## src/rtl/ccc_handler.sv

```systemverilog
// CCC sequencing engine: walks a broadcast or direct CCC frame and its data phase,
// steering TX/RX modes, SCL stall requests and register file accesses.
module ccc_handler (
    input  logic       i_sys_clk,
    input  logic       i_sys_rst,
    input  logic       i_engine_en,
    input  logic [4:0] i_bitcnt_number,
    input  logic       i_tx_mode_done,
    input  logic       i_rx_mode_done,
    input  logic       i_rx_second_pre,
    input  logic       i_rx_error,
    input  logic       i_sclstall_stall_done,
    input  logic       i_frmcnt_last_frame,
    input  logic       i_regf_RnW,
    input  logic [7:0] i_regf_CMD,
    input  logic [4:0] i_regf_DEV_INDEX,
    input  logic [2:0] i_regf_DTT,
    input  logic       i_regf_DBP,
    input  logic [2:0] i_regf_CMD_ATTR,
    input  logic       i_regf_TOC,
    input  logic       i_regf_WROC,
    input  logic       i_regf_SRE,
    output logic       o_tx_en,
    output logic [3:0] o_tx_mode,
    output logic       o_rx_en,
    output logic [2:0] o_rx_mode,
    output logic       o_sclstall_en,
    output logic [3:0] o_sclstall_code,
    output logic       o_bitcnt_en,
    output logic       o_frmcnt_en,
    output logic       o_sdahand_pp_od,
    output logic       o_regf_wr_en,
    output logic       o_regf_rd_en,
    output logic [7:0] o_regf_addr,
    output logic [7:0] o_txrx_addr_ccc,
    output logic       o_engine_odd,
    output logic       o_engine_done
);

    localparam logic [3:0] TX_PRE_CMD   = 4'd0;
    localparam logic [3:0] TX_PRE_DATA  = 4'd1;
    localparam logic [3:0] TX_CMD_WORD  = 4'd2;
    localparam logic [3:0] TX_CCC_BYTE  = 4'd3;
    localparam logic [3:0] TX_DEF_BYTE  = 4'd4;
    localparam logic [3:0] TX_ZERO_BYTE = 4'd5;
    localparam logic [3:0] TX_REGF_BYTE = 4'd6;
    localparam logic [3:0] TX_PARITY    = 4'd7;
    localparam logic [3:0] TX_RESTART   = 4'd8;
    localparam logic [3:0] TX_EXIT      = 4'd9;
    localparam logic [2:0] RX_PREAMBLE  = 3'd0;
    localparam logic [2:0] RX_DATA_BYTE = 3'd1;
    localparam logic [2:0] RX_PARITY    = 3'd2;

    typedef enum logic [4:0] {
        IDLE, PRE_CMD, CMD_WORD, CMD_PAR, PRE_CCC, CCC_BYTE, DEF_BYTE, CCC_PAR,
        RESTART, PRE_ADDR, ADDR_WORD, ADDR_PAR,
        WR_PRE, WR_BYTE1, WR_BYTE2, WR_PAR,
        RD_STALL, RD_PRE, RD_BYTE1, RD_BYTE2, RD_PAR,
        EXIT, DONE
    } state_t;

    state_t     state, state_nx, data_entry;
    logic       armed, start, byte_done, word_last, unused_ok;
    logic [7:0] cmd_q, byte_idx;
    logic       rnw_q, dbp_q, toc_q, wroc_q, sre_q;
    logic [4:0] dev_q;
    logic [2:0] dtt_q, attr_q, bytes_left;

    // A new transfer needs i_engine_en to have been low since the last start.
    assign start      = (state == IDLE) && i_engine_en && armed;
    assign byte_done  = ((state == WR_BYTE1 || state == WR_BYTE2) && i_tx_mode_done) ||
                        ((state == RD_BYTE1 || state == RD_BYTE2) && i_rx_mode_done && !i_rx_error);
    assign word_last  = (bytes_left == 3'd0) || i_frmcnt_last_frame;
    assign data_entry = (dtt_q == 3'd0)     ? EXIT :
                        (cmd_q[7] && rnw_q) ? RD_STALL : WR_PRE;
    assign unused_ok  = ^{attr_q, toc_q, wroc_q, sre_q, i_bitcnt_number};

    always_ff @(posedge i_sys_clk or negedge i_sys_rst) begin
        if (!i_sys_rst) begin
            state      <= IDLE;
            armed      <= 1'b1;
            cmd_q      <= 8'd0;
            rnw_q      <= 1'b0;
            dev_q      <= 5'd0;
            dtt_q      <= 3'd0;
            dbp_q      <= 1'b0;
            attr_q     <= 3'd0;
            toc_q      <= 1'b0;
            wroc_q     <= 1'b0;
            sre_q      <= 1'b0;
            byte_idx   <= 8'd0;
            bytes_left <= 3'd0;
        end else begin
            state <= state_nx;
            if (!i_engine_en)
                armed <= 1'b1;
            else if (start)
                armed <= 1'b0;
            if (start) begin
                cmd_q      <= i_regf_CMD;
                rnw_q      <= i_regf_RnW;
                dev_q      <= i_regf_DEV_INDEX;
                dtt_q      <= i_regf_DTT;
                dbp_q      <= i_regf_DBP;
                attr_q     <= i_regf_CMD_ATTR;
                toc_q      <= i_regf_TOC;
                wroc_q     <= i_regf_WROC;
                sre_q      <= i_regf_SRE;
                byte_idx   <= {7'd0, i_regf_DBP};
                bytes_left <= i_regf_DTT;
            end else if (byte_done) begin
                byte_idx <= byte_idx + 8'd1;
                if (bytes_left != 3'd0)
                    bytes_left <= bytes_left - 3'd1;
            end
        end
    end

    always_comb begin
        state_nx = state;
        case (state)
            IDLE:      if (start) state_nx = PRE_CMD;
            PRE_CMD:   if (i_tx_mode_done) state_nx = CMD_WORD;
            CMD_WORD:  if (i_tx_mode_done) state_nx = CMD_PAR;
            CMD_PAR:   if (i_tx_mode_done) state_nx = PRE_CCC;
            PRE_CCC:   if (i_tx_mode_done) state_nx = CCC_BYTE;
            CCC_BYTE:  if (i_tx_mode_done) state_nx = DEF_BYTE;
            DEF_BYTE:  if (i_tx_mode_done) state_nx = CCC_PAR;
            CCC_PAR:   if (i_tx_mode_done) state_nx = cmd_q[7] ? RESTART : data_entry;
            RESTART:   if (i_tx_mode_done) state_nx = PRE_ADDR;
            PRE_ADDR:  if (i_tx_mode_done) state_nx = ADDR_WORD;
            ADDR_WORD: if (i_tx_mode_done) state_nx = ADDR_PAR;
            ADDR_PAR:  if (i_tx_mode_done) state_nx = data_entry;
            WR_PRE:    if (i_tx_mode_done) state_nx = WR_BYTE1;
            WR_BYTE1:  if (i_tx_mode_done) state_nx = WR_BYTE2;
            WR_BYTE2:  if (i_tx_mode_done) state_nx = WR_PAR;
            WR_PAR:    if (i_tx_mode_done) state_nx = word_last ? EXIT : WR_PRE;
            RD_STALL:  if (i_sclstall_stall_done) state_nx = RD_PRE;
            RD_PRE: begin
                if (i_rx_error)
                    state_nx = EXIT;
                else if (i_rx_mode_done)
                    state_nx = i_rx_second_pre ? EXIT : RD_BYTE1;
            end
            RD_BYTE1: begin
                if (i_rx_error)          state_nx = EXIT;
                else if (i_rx_mode_done) state_nx = RD_BYTE2;
            end
            RD_BYTE2: begin
                if (i_rx_error)          state_nx = EXIT;
                else if (i_rx_mode_done) state_nx = RD_PAR;
            end
            RD_PAR: begin
                if (i_rx_error)          state_nx = EXIT;
                else if (i_rx_mode_done) state_nx = word_last ? RD_PRE_OR_EXIT(word_last) : RD_PRE;
            end
            EXIT:      if (i_tx_mode_done) state_nx = DONE;
            DONE:      state_nx = IDLE;
            default:   state_nx = IDLE;
        endcase
    end

    // Odd payload: the second byte of the final word is a pad, so no register access.
    always_comb begin
        o_tx_en         = 1'b0;
        o_tx_mode       = 4'd0;
        o_rx_en         = 1'b0;
        o_rx_mode       = 3'd0;
        o_sclstall_en   = 1'b0;
        o_sclstall_code = 4'd0;
        o_bitcnt_en     = (state != IDLE);
        o_sdahand_pp_od = (state != IDLE);
        o_frmcnt_en     = 1'b0;
        o_regf_wr_en    = 1'b0;
        o_regf_rd_en    = 1'b0;
        o_regf_addr     = 8'd0;
        o_txrx_addr_ccc = 8'd0;
        o_engine_odd    = (state != IDLE) && dtt_q[0];
        o_engine_done   = 1'b0;
        case (state)
            PRE_CMD, PRE_ADDR: begin
                o_tx_en = 1'b1; o_tx_mode = TX_PRE_CMD;
            end
            CMD_WORD: begin
                o_tx_en = 1'b1; o_tx_mode = TX_CMD_WORD; o_txrx_addr_ccc = 8'h7E;
            end
            ADDR_WORD: begin
                o_tx_en      = 1'b1; o_tx_mode = TX_CMD_WORD;
                o_regf_rd_en = 1'b1; o_regf_addr = 8'h40 + {3'd0, dev_q};
            end
            CMD_PAR, CCC_PAR, ADDR_PAR: begin
                o_tx_en = 1'b1; o_tx_mode = TX_PARITY;
            end
            PRE_CCC, WR_PRE: begin
                o_tx_en = 1'b1; o_tx_mode = TX_PRE_DATA;
            end
            CCC_BYTE: begin
                o_tx_en = 1'b1; o_tx_mode = TX_CCC_BYTE; o_txrx_addr_ccc = cmd_q;
            end
            DEF_BYTE: begin
                o_tx_en = 1'b1; o_tx_mode = dbp_q ? TX_DEF_BYTE : TX_ZERO_BYTE;
            end
            RESTART: begin
                o_tx_en = 1'b1; o_tx_mode = TX_RESTART;
            end
            WR_BYTE1: begin
                o_tx_en      = 1'b1; o_tx_mode = TX_REGF_BYTE;
                o_regf_rd_en = 1'b1; o_regf_addr = byte_idx;
            end
            WR_BYTE2: begin
                o_tx_en = 1'b1;
                if (bytes_left != 3'd0) begin
                    o_tx_mode    = TX_REGF_BYTE;
                    o_regf_rd_en = 1'b1;
                    o_regf_addr  = byte_idx;
                end else begin
                    o_tx_mode = TX_ZERO_BYTE;
                end
            end
            WR_PAR: begin
                o_tx_en = 1'b1; o_tx_mode = TX_PARITY; o_frmcnt_en = i_tx_mode_done;
            end
            RD_STALL: begin
                o_rx_en       = 1'b1; o_rx_mode = RX_PREAMBLE;
                o_sclstall_en = 1'b1; o_sclstall_code = 4'd1;
            end
            RD_PRE: begin
                o_rx_en = 1'b1; o_rx_mode = RX_PREAMBLE;
            end
            RD_BYTE1: begin
                o_rx_en      = 1'b1; o_rx_mode = RX_DATA_BYTE;
                o_regf_wr_en = 1'b1; o_regf_addr = byte_idx;
            end
            RD_BYTE2: begin
                o_rx_en      = 1'b1; o_rx_mode = RX_DATA_BYTE;
                o_regf_wr_en = (bytes_left != 3'd0); o_regf_addr = byte_idx;
            end
            RD_PAR: begin
                o_rx_en     = 1'b1; o_rx_mode = RX_PARITY;
                o_frmcnt_en = i_rx_mode_done && !i_rx_error;
            end
            EXIT: begin
                o_tx_en = 1'b1; o_tx_mode = TX_EXIT;
            end
            DONE: begin
                o_tx_en = 1'b1; o_tx_mode = TX_EXIT; o_engine_done = 1'b1;
            end
            default: ;
        endcase
    end

    function automatic state_t RD_PRE_OR_EXIT(input logic last);
        return last ? EXIT : RD_PRE;
    endfunction

endmodule

```

## config.mk

```make
export PLATFORM = sky130hd
export DESIGN_NAME = ccc_handler
export DESIGN_NICKNAME = d
export VERILOG_FILES = /design/src/rtl/ccc_handler.sv
export SDC_FILE = /design/constraint.sdc
export NUM_CORES = 1
export LEC_CHECK = 0
export ABC_AREA = 1
export BUFFER_PORTS_ARGS = -buffer_cell sky130_fd_sc_hd__buf_4
export CELL_PAD_IN_SITES_DETAIL_PLACEMENT = 0
export CELL_PAD_IN_SITES_GLOBAL_PLACEMENT = 1
export CORE_ASPECT_RATIO = 0.5
export CORE_UTILIZATION = 36
export DETAILED_ROUTE_END_ITERATION = 12
export PLACE_DENSITY_LB_ADDON = 0.1
export SYNTH_ARGS = -nofsm -noshare
export SYNTH_HDL_FRONTEND = slang
export SYNTH_SLANG_ARGS = --single-unit
```

## constraint.sdc

```tcl
create_clock -name i_sys_clk -period 1.75 [get_ports i_sys_clk]
set_input_delay 0.175 -clock i_sys_clk [delete_from_list [all_inputs] [get_ports i_sys_clk]]
set_output_delay 0.175 -clock i_sys_clk [all_outputs]
set_load 0.03 [all_outputs]
```

Word-level counts from Yosys, hierarchy flattened
Cells that the tools add are included.
{"block": "op_classes", "add_sub_neg": 3, "n_eq_ne": 45, "muxes": 56, "reduce_logical": 31}
{"operator": "$mux 5", "n": 30}
{"operator": "$pmux 5 s22", "n": 1}
{"operator": "$eq 5x4->1 const B", "n": 8}
{"operator": "$ne 2x2->1 const B", "n": 18}
{"operator": "$pmux 4 s9", "n": 1}
{"operator": "$eq 5x5->1 const B", "n": 7}
{"operator": "$mux 8", "n": 3}
{"operator": "$pmux 8 s3", "n": 1}
{"operator": "$reduce_and 22->1", "n": 1}
{"operator": "$eq 5x3->1 const B", "n": 4}
{"operator": "$reduce_or 17->1", "n": 1}
{"operator": "$pmux 8 s2", "n": 1}
{"operator": "$mux 3", "n": 5}
{"operator": "$ne 3x3->1 const B", "n": 4}
{"operator": "$eq 5x2->1 const B", "n": 2}
{"operator": "$reduce_or 2->1", "n": 5}
{"operator": "$mux 1", "n": 9}
{"operator": "$add 7x5->8 const A", "n": 1}
{"operator": "$add 8x1->8 const B", "n": 1}
{"operator": "$logic_and 1x1->1", "n": 8}
{"operator": "$logic_not 3->1", "n": 2}
{"operator": "$pmux 1 s2", "n": 3}
{"operator": "$eq 5x1->1 const B", "n": 1}
{"operator": "$logic_not 5->1", "n": 1}
{"operator": "other kinds (13)", "n": 17}
{"block": "word_totals", "regBits": 35, "inputBits": 38, "output_inout_bits": 37, "wordCells": 144}

Longest topological paths before layout
Gate-level depths: netlist of run 1.
{"block": "depth", "depth_word": 7, "ltp_mapped": 11, "mapped_depth_nobuf": 11}

Worst setup path after synthesis of run 1
OpenSTA, ideal clock, no wires.
{"block": "synth_timing", "kind": "register to output", "from": "register bytes_left[0]", "to": "output o_regf_addr[0]", "arrival_ps": 1775, "required_time_ps": 1575, "slack_ps": -200, "stages_incl_launch_ff": 9, "n_path_buf": 0, "path_cell_list": "dfrtp_1 inv_1 ha_1 ha_1 inv_1 nand2_1 nand2_1 nor2_1 o21ai_0"}
{"block": "synth_via", "elab_chain_len": 3}
{"item": "from (decl)", "line": "67", "text": "logic [2:0] dtt_q, attr_q, bytes_left;"}
{"item": "from (signal assigned)", "line": "110", "text": "bytes_left <= i_regf_DTT;"}
{"item": "from (signal assigned)", "line": "114", "text": "bytes_left <= bytes_left - 3'd1;"}
{"item": "$reduce_bool 3->1", "line": "212", "text": "if (bytes_left != 3'd0) begin"}
{"item": "$mux 8", "line": "212"}
{"item": "$pmux 8 s3", "line": "180", "text": "case (state)"}
{"item": "to (decl)", "line": "34", "text": "output logic [7:0] o_regf_addr,"}
No other way between the ends.

Final worst setup path of run 1
{"block": "layout_timing", "from": "register bytes_left[1]", "to": "output o_regf_addr[5]"}
The elaborated chain is that of the path after synthesis.

==> results by group, run 1 <==
Worst setup path
  – Crit Path Max Fanout: 7
  – CP Launch Type: flip-flop
  – Critical path buffers and inverters: 3
  – Setup CP Type: reg2out
  – Largest stage delay, worst path: a little under 400 ps
  – Worst path cell trace: inv_2, ha_4, ha_4, inv_2, nand2_2, nand2_2, nor2_4, nor2_1, buf_4
  – Worst path required time: between 1500 and 2000 ps
  – Critical Path AT: between 1500 and 2000 ps
  – Worst path slowest cell: dfrtp_1
  – Delay-heaviest family, CP: simple AND/OR/NAND/NOR gates
  – Crit path capture type: output pin

Clock network
  – CTS Root Cell: clkbuf_16
  – CTS H-tree lvls: 2
  – CTS Sinks: 35
  – CTS tree: built
  – TritonCTS Buffers: 5
  – Clock slew at reported path FFs: 60 ps
  – Max clock buf depth: 2
  – Clock Latency Late Sink: 290 ps

Synthesis
  – Cell taking the most area after synthesis: dfrtp_1
  – Gate Count Post-Synth: between 300 and 400
  – Syn Area/Cell: between 6 and 7 um^2
  – Mapped Area: 2517 um^2
  – Ys flop type: dfrtp_1
  – EDFF count, synth: 0
  – Top cells by area, synth: dfrtp_1, nand2_1, nand3_1
  – Seq/Total Area, Yosys: between 30% and 40%
  – Yosys reg bits: 35
  – Post-synth top area share: 33.80%
  – Yosys cell types: 31
  – Post-synth top cells: nand2_1, nor2_1, nand3_1
  – YS warnings: 0
  – Most common cell in the netlist: nand2_1
  – Synth async-reset ratio: 100.0%

Route
  – Initial DRT Pass Iterations: 4
  – Via count: approximately 2.9k
  – 1st-iter DRT viols: ~180
  – WL per Instance: between 10 and 15 um
  – Antenna-violating nets left: 0
  – Final wirelength: 8731 um
  – Via density: about 5
  – Number of remaining DRC errors: 0

Place
  – Buffers on Ports: a little under 60
  – Hpwl dp: 6201 um
  – Placer Congestion: 0.9083

Final layout
  – Storage element area: slightly below 900 um^2
  – Fillers: 627
  – Nets: 548
  – Multi-input logic area: 1862 um^2
  – Ant diodes: 0
  – Share of cells above drive strength 1: between 40% and 50%
  – Final core utilization: 65.38%
  – Area delta synth->final: 74.70%

STA
  – Setup TNS Final: -1444 ps
  – Tcrit/Tclk final: 106.0%
  – Minimum clock period: approximately 1900 ps
  – Setup WS post-layout: -104.8 ps
  – Final hold vios: 0
  – FMAX: about 0.54 GHz
  – Final hold slack: 21.84 ps
  – Final Skew: 4.792 ps
  – Max-slew violation count: 0
  – RSZ-0062 raised after global routing: yes
  – # setup viols final: 22

Global routing
  – Largest net degree at the start of global routing: 36
  – GR Overflow Total: 0
  – GRT Overall Usage: between 20% and 30%
  – Vias in the first global route: 2,704
  – First-pass GRT wire length: approximately 13,000 um
  – Initial antenna violation count: 0

Flow run
  – Max Cap Viol: 0

Floorplanning
  – # rows: 21
  – Chip width: ~120 um
  – Io pins: 75
  – Die area: 7351 um^2
  – Die Height: 61.13 um
  – Initial Util: a little under two fifths
  – Core area: 6726 um^2

Pwr
  – PwrDens: around 1800 nW/um^2
  – Leakage: 2.261 nW
  – VDD IR max: 860.3 uV

Outcome
  – Failing checks: negative setup slack
  – Status: finished, violations left

Worst hold path
  – Hold Crit Class: in2reg
through the flow:
step / worst slack [ps] / total power, W / cell area [um^2] / std cells
3_3_place_gp: -118.2 / 0.005210 / 3337 / 562
5_1_grt: -198.0 / 0.008469 / 4398 / 600
4_1_cts: -162.6 / 0.007064 / 3918 / 586
3_5_place_dp: -42.24 / 0.005251 / 3337 / 562
6_report: -104.8 / 0.007932 / 4398 / 600
2_1_floorplan: -200.4 / 0.003809 / 2529 / 381
layout by cell type, fill, tap and decap left out, types with 9 or more instances in the layout:
cell,synthesis,routed
nand4_1,9,9
dfrtp_1,34,30
nor2_4,3,14
buf_6,0,46
nand2_2,2,21
nand2_1,133,102
inv_1,28,21
nor2_1,50,37
o21ai_0,19,10
buf_4,8,80
nand2_4,4,16
nand3_1,39,31
final timing paths:
| check | start | end | slack [ps] | cells past startpoint |
|---|---|---|---|---|
| min | i_engine_en | armed$_DFFE_PN1P_ | 20 | 2 |
| max | bytes_left[1]$_DFFE_PN0P_ | o_regf_addr[5] | -100 | 9 |
| min in group asynchronous | i_sys_rst | state[4]$_DFFE_PN0P_ | 390 | 2 |
| max in group asynchronous | i_sys_rst | state[0]$_DFFE_PN0P_ | 1010 | 2 |
| max reg2reg | state[1]$_DFFE_PN0P_ | byte_idx[0]$_DFFE_PN0P_ | -10 | 11 |
| min reg2reg | armed$_DFFE_PN1P_ | armed$_DFFE_PN1P_ | 470 | 2 |
flip-flops by register name (all words and copies together) (netlist names):
| register | cells |
|---|---|
| state | 5 |
| byte_idx | 8 |
| dtt_q | 3 |
| bytes_left | 3 |
| armed | 1 |
| cmd_q | 8 |
| dbp_q | 1 |
| rnw_q | 1 |
| dev_q | 5 |
cell families after synthesis:
family	count (synthesis)	share of synthesized area [%]
AND/OR/NAND/NOR	256	46.67
adder cells (fa/ha/maj)	3	1.491
buffers and inverters	49	8.747
AO/OA/AOI/OAI	32	7.406
flip-flops	35	34.84
other	1	0.1490
XOR/XNOR	2	0.6960
repair_timing:
action / CTS / global route
endpoints found under the hold margin: 34 / 0
pin swaps: 18 / 22
setup buffers: 16 / 14
hold buffers: 1 / 0
endpoints found under the setup margin: 29 / 63
cloned: 0 / 1
gates resized for setup: 87 / 100
final cells by class:
type	count	share of cell area (%)
repair buffers	131	27.25
clock buffers	5	2.845
well taps	92	2.617
inverters	36	3.812
multi-input cells	298	42.33
clock inverters	3	1.081
flip-flops and latches	35	20.06
where the power goes:
| group | switching (W) | internal (W) | total, W |
|---|---|---|---|
| registers | 0.000301 | 0.00116 | 0.00146 |
| clock network | 0.000371 | 0.000679 | 0.00105 |
| logic | 0.00305 | 0.00237 | 0.00542 |
per-layer routing:
metal	vias to the layer above	part of all wire (%)	track usage (%)
met3	8	4.8	4.907
met2	73	47	40.56
met4	0	0.74	5.820
met5	-	0	0
met1	1395	48	32.75
li1	1472	-	-
worst register-to-register path, stage by stage (launching register included):
cell	delay [ps]
dfrtp_2	490
nor2_4	180
inv_4	70
nor2_4	130
buf_6	130
nand2_8	60
nor2_8	170
buf_4	190
nand2_1	70
o21ai_0	70
nand2_1	70
o21ai_0	60
Note: power is estimated with default switching activity, not from simulation.
==> inputs of run 2 (changes only) <==
--- a/config.mk
+++ b/config.mk
@@ -10,7 +10,7 @@
 export CELL_PAD_IN_SITES_DETAIL_PLACEMENT = 0
 export CELL_PAD_IN_SITES_GLOBAL_PLACEMENT = 1
 export CORE_ASPECT_RATIO = 0.5
-export CORE_UTILIZATION = 36
+export CORE_UTILIZATION = 39
 export DETAILED_ROUTE_END_ITERATION = 12
 export PLACE_DENSITY_LB_ADDON = 0.1
 export SYNTH_ARGS = -nofsm -noshare
==> constraint.sdc (replaced) <==
create_clock -name i_sys_clk -period 2.34 [get_ports i_sys_clk]
set_input_delay 0.234 -clock i_sys_clk [delete_from_list [all_inputs] [get_ports i_sys_clk]]
set_output_delay 0.234 -clock i_sys_clk [all_outputs]
set_load 0.03 [all_outputs]
==> results by group, run 2 (synthesis results as in run 1) <==
Clock network
  – CTS tree: built
  – CTS H-tree lvls: 2
  – Max clock buf depth: 2
  – Clock slew at reported path FFs: 50 ps
  – Clock Latency Late Sink: between 200 and 300 ps
  – CTS Root Cell: clkbuf_16
  – CTS Sinks: 35
  – TritonCTS Buffers: 5

Global routing
  – First-pass GRT wire length: ~12,000 um
  – Initial antenna violation count: 0
  – Vias in the first global route: roughly 2.5k
  – GR Overflow Total: 0
  – Largest net degree at the start of global routing: 36
  – GRT Overall Usage: a little under a quarter

Final layout
  – Area delta synth->final: 28.78%
  – Top flop regs: byte_idx (8), cmd_q (8)
  – Share of cells above drive strength 1: about 24%
  – Most frequent cells in the layout: nand2_1, buf_4, nor2_1
  – Ant diodes: 0
  – Commonest non-fill, non-tap cell in the layout: nand2_1
  – Nets: around 490

STA
  – Max-slew violation count: 0
  – Final hold slack: between 80 and 90 ps
  – Minimum clock period: about 2200 ps
  – Final Skew: 4.329 ps
  – # setup viols final: 0
  – FMAX: roughly 0.45 GHz
  – Final hold vios: 0
  – Setup WS post-layout: between 100 and 150 ps
  – Tcrit/Tclk final: between 90% and 100%
  – Setup TNS Final: 0 ps

Place
  – Buffers on Ports: 59
  – Placer Congestion: roughly 0.91
  – Pre-CTS WS: around 350 ps
  – Hpwl dp: 5516 um

Floorplanning
  – Die area: 6800 um^2
  – Initial Util: 40.89%
  – Die Height: around 59 um
  – Chip width: roughly 120 um
  – Core area: ~6000 um^2
  – # rows: 20
  – Io pins: 75

Worst setup path
  – Critical Path AT: approximately 2000 ps
  – CP Launch Type: flip-flop
  – Setup CP Type: reg2out
  – Worst path required time: between 2000 and 2500 ps
  – Crit Path Max Fanout: 7
  – Crit path capture type: output pin

Route
  – Number of remaining DRC errors: 0
  – WL per Instance: 13.48 um
  – Antenna-violating nets left: 0
  – 1st-iter DRT viols: 220
  – Initial DRT Pass Iterations: 5
  – Via count: ~2.7k
  – Final wirelength: around 7000 um
  – Via density: 5.017

Flow run
  – Max Cap Viol: 0

Pwr
  – VDD IR max: about 710 uV
  – Leakage: between 1.5 and 2 nW
  – PwrDens: ~1300 nW/um^2

Worst hold path
  – Hold Crit Class: in2reg

Outcome
  – Status: complete, no violations
-- run 2: what timing repair did --
action	4_1_cts	5_1_grt
setup buffers	0	0
setup endpoints to repair	0	7
hold buffers	1	0
resized for setup	0	2
endpoints found under the hold margin	34	0
-- run 2: metal layers --
metal  GRT usage [%]  share of wire (%)  vias up
li1                -                  -     1337
met1           32.78                 50     1233
met2           36.36                 42       91
met3           5.664                6.5        8
met4           4.396               0.84        0
met5               0                  0        -
-- run 2: final cells by class --
| class | count | area, um^2 |
|---|---|---|
| Fill cell | 654 | 2914 |
| Multi-Input combinational cell | 297 | 1436 |
| Sequential cell | 35 | 877.1 |
| Timing Repair Buffer | 69 | 520.5 |
| Inverter | 36 | 135.1 |
| Clock buffer | 5 | 125.1 |
| Tap cell | 88 | 110.1 |
| Clock inverter | 2 | 37.54 |
-- run 2: final timing paths --
check,from,cells past startpoint,slack (ps),end
worst max-delay path,state[0]$_DFFE_PN0P_,8,130,o_regf_addr[0]
worst min register to register,armed$_DFFE_PN1P_,2,460,armed$_DFFE_PN1P_
max in group asynchronous,i_sys_rst,2,1540,armed$_DFFE_PN1P_
worst max register to register,state[2]$_DFFE_PN0P_,10,380,bytes_left[2]$_DFFE_PN0P_
worst min-delay path,i_engine_en,2,90,armed$_DFFE_PN1P_
min in group asynchronous,i_sys_rst,2,450,state[3]$_DFFE_PN0P_
-- run 2: power by group --
group | switching, W | internal, W | total [W]
Combinational | 0.00170 | 0.000858 | 0.00256
Clock | 0.000254 | 0.000496 | 0.000750
Sequential | 0.000206 | 0.000860 | 0.00107
-- run 2: through the flow --
step           power, W  util, %  area (um^2)  instances
6_report       0.004373    52.66         3242        532
5_1_grt        0.004728    52.66         3242        532
4_1_cts        0.004382    52.58         3237        532
3_5_place_dp   0.003608    49.78         3064        524
3_3_place_gp   0.003582    49.78         3064        524
2_1_floorplan  0.002849        -         2529        381
-- run 2: worst max-delay path: stages (launching register included) --
cell and delay [ps]:
dfrtp_1 470, inv_1 160, nand2_1 150, nor2_1 190
nand2_1 110, nand2_1 100, nor2_2 80, o21ai_0 230
buf_4 210
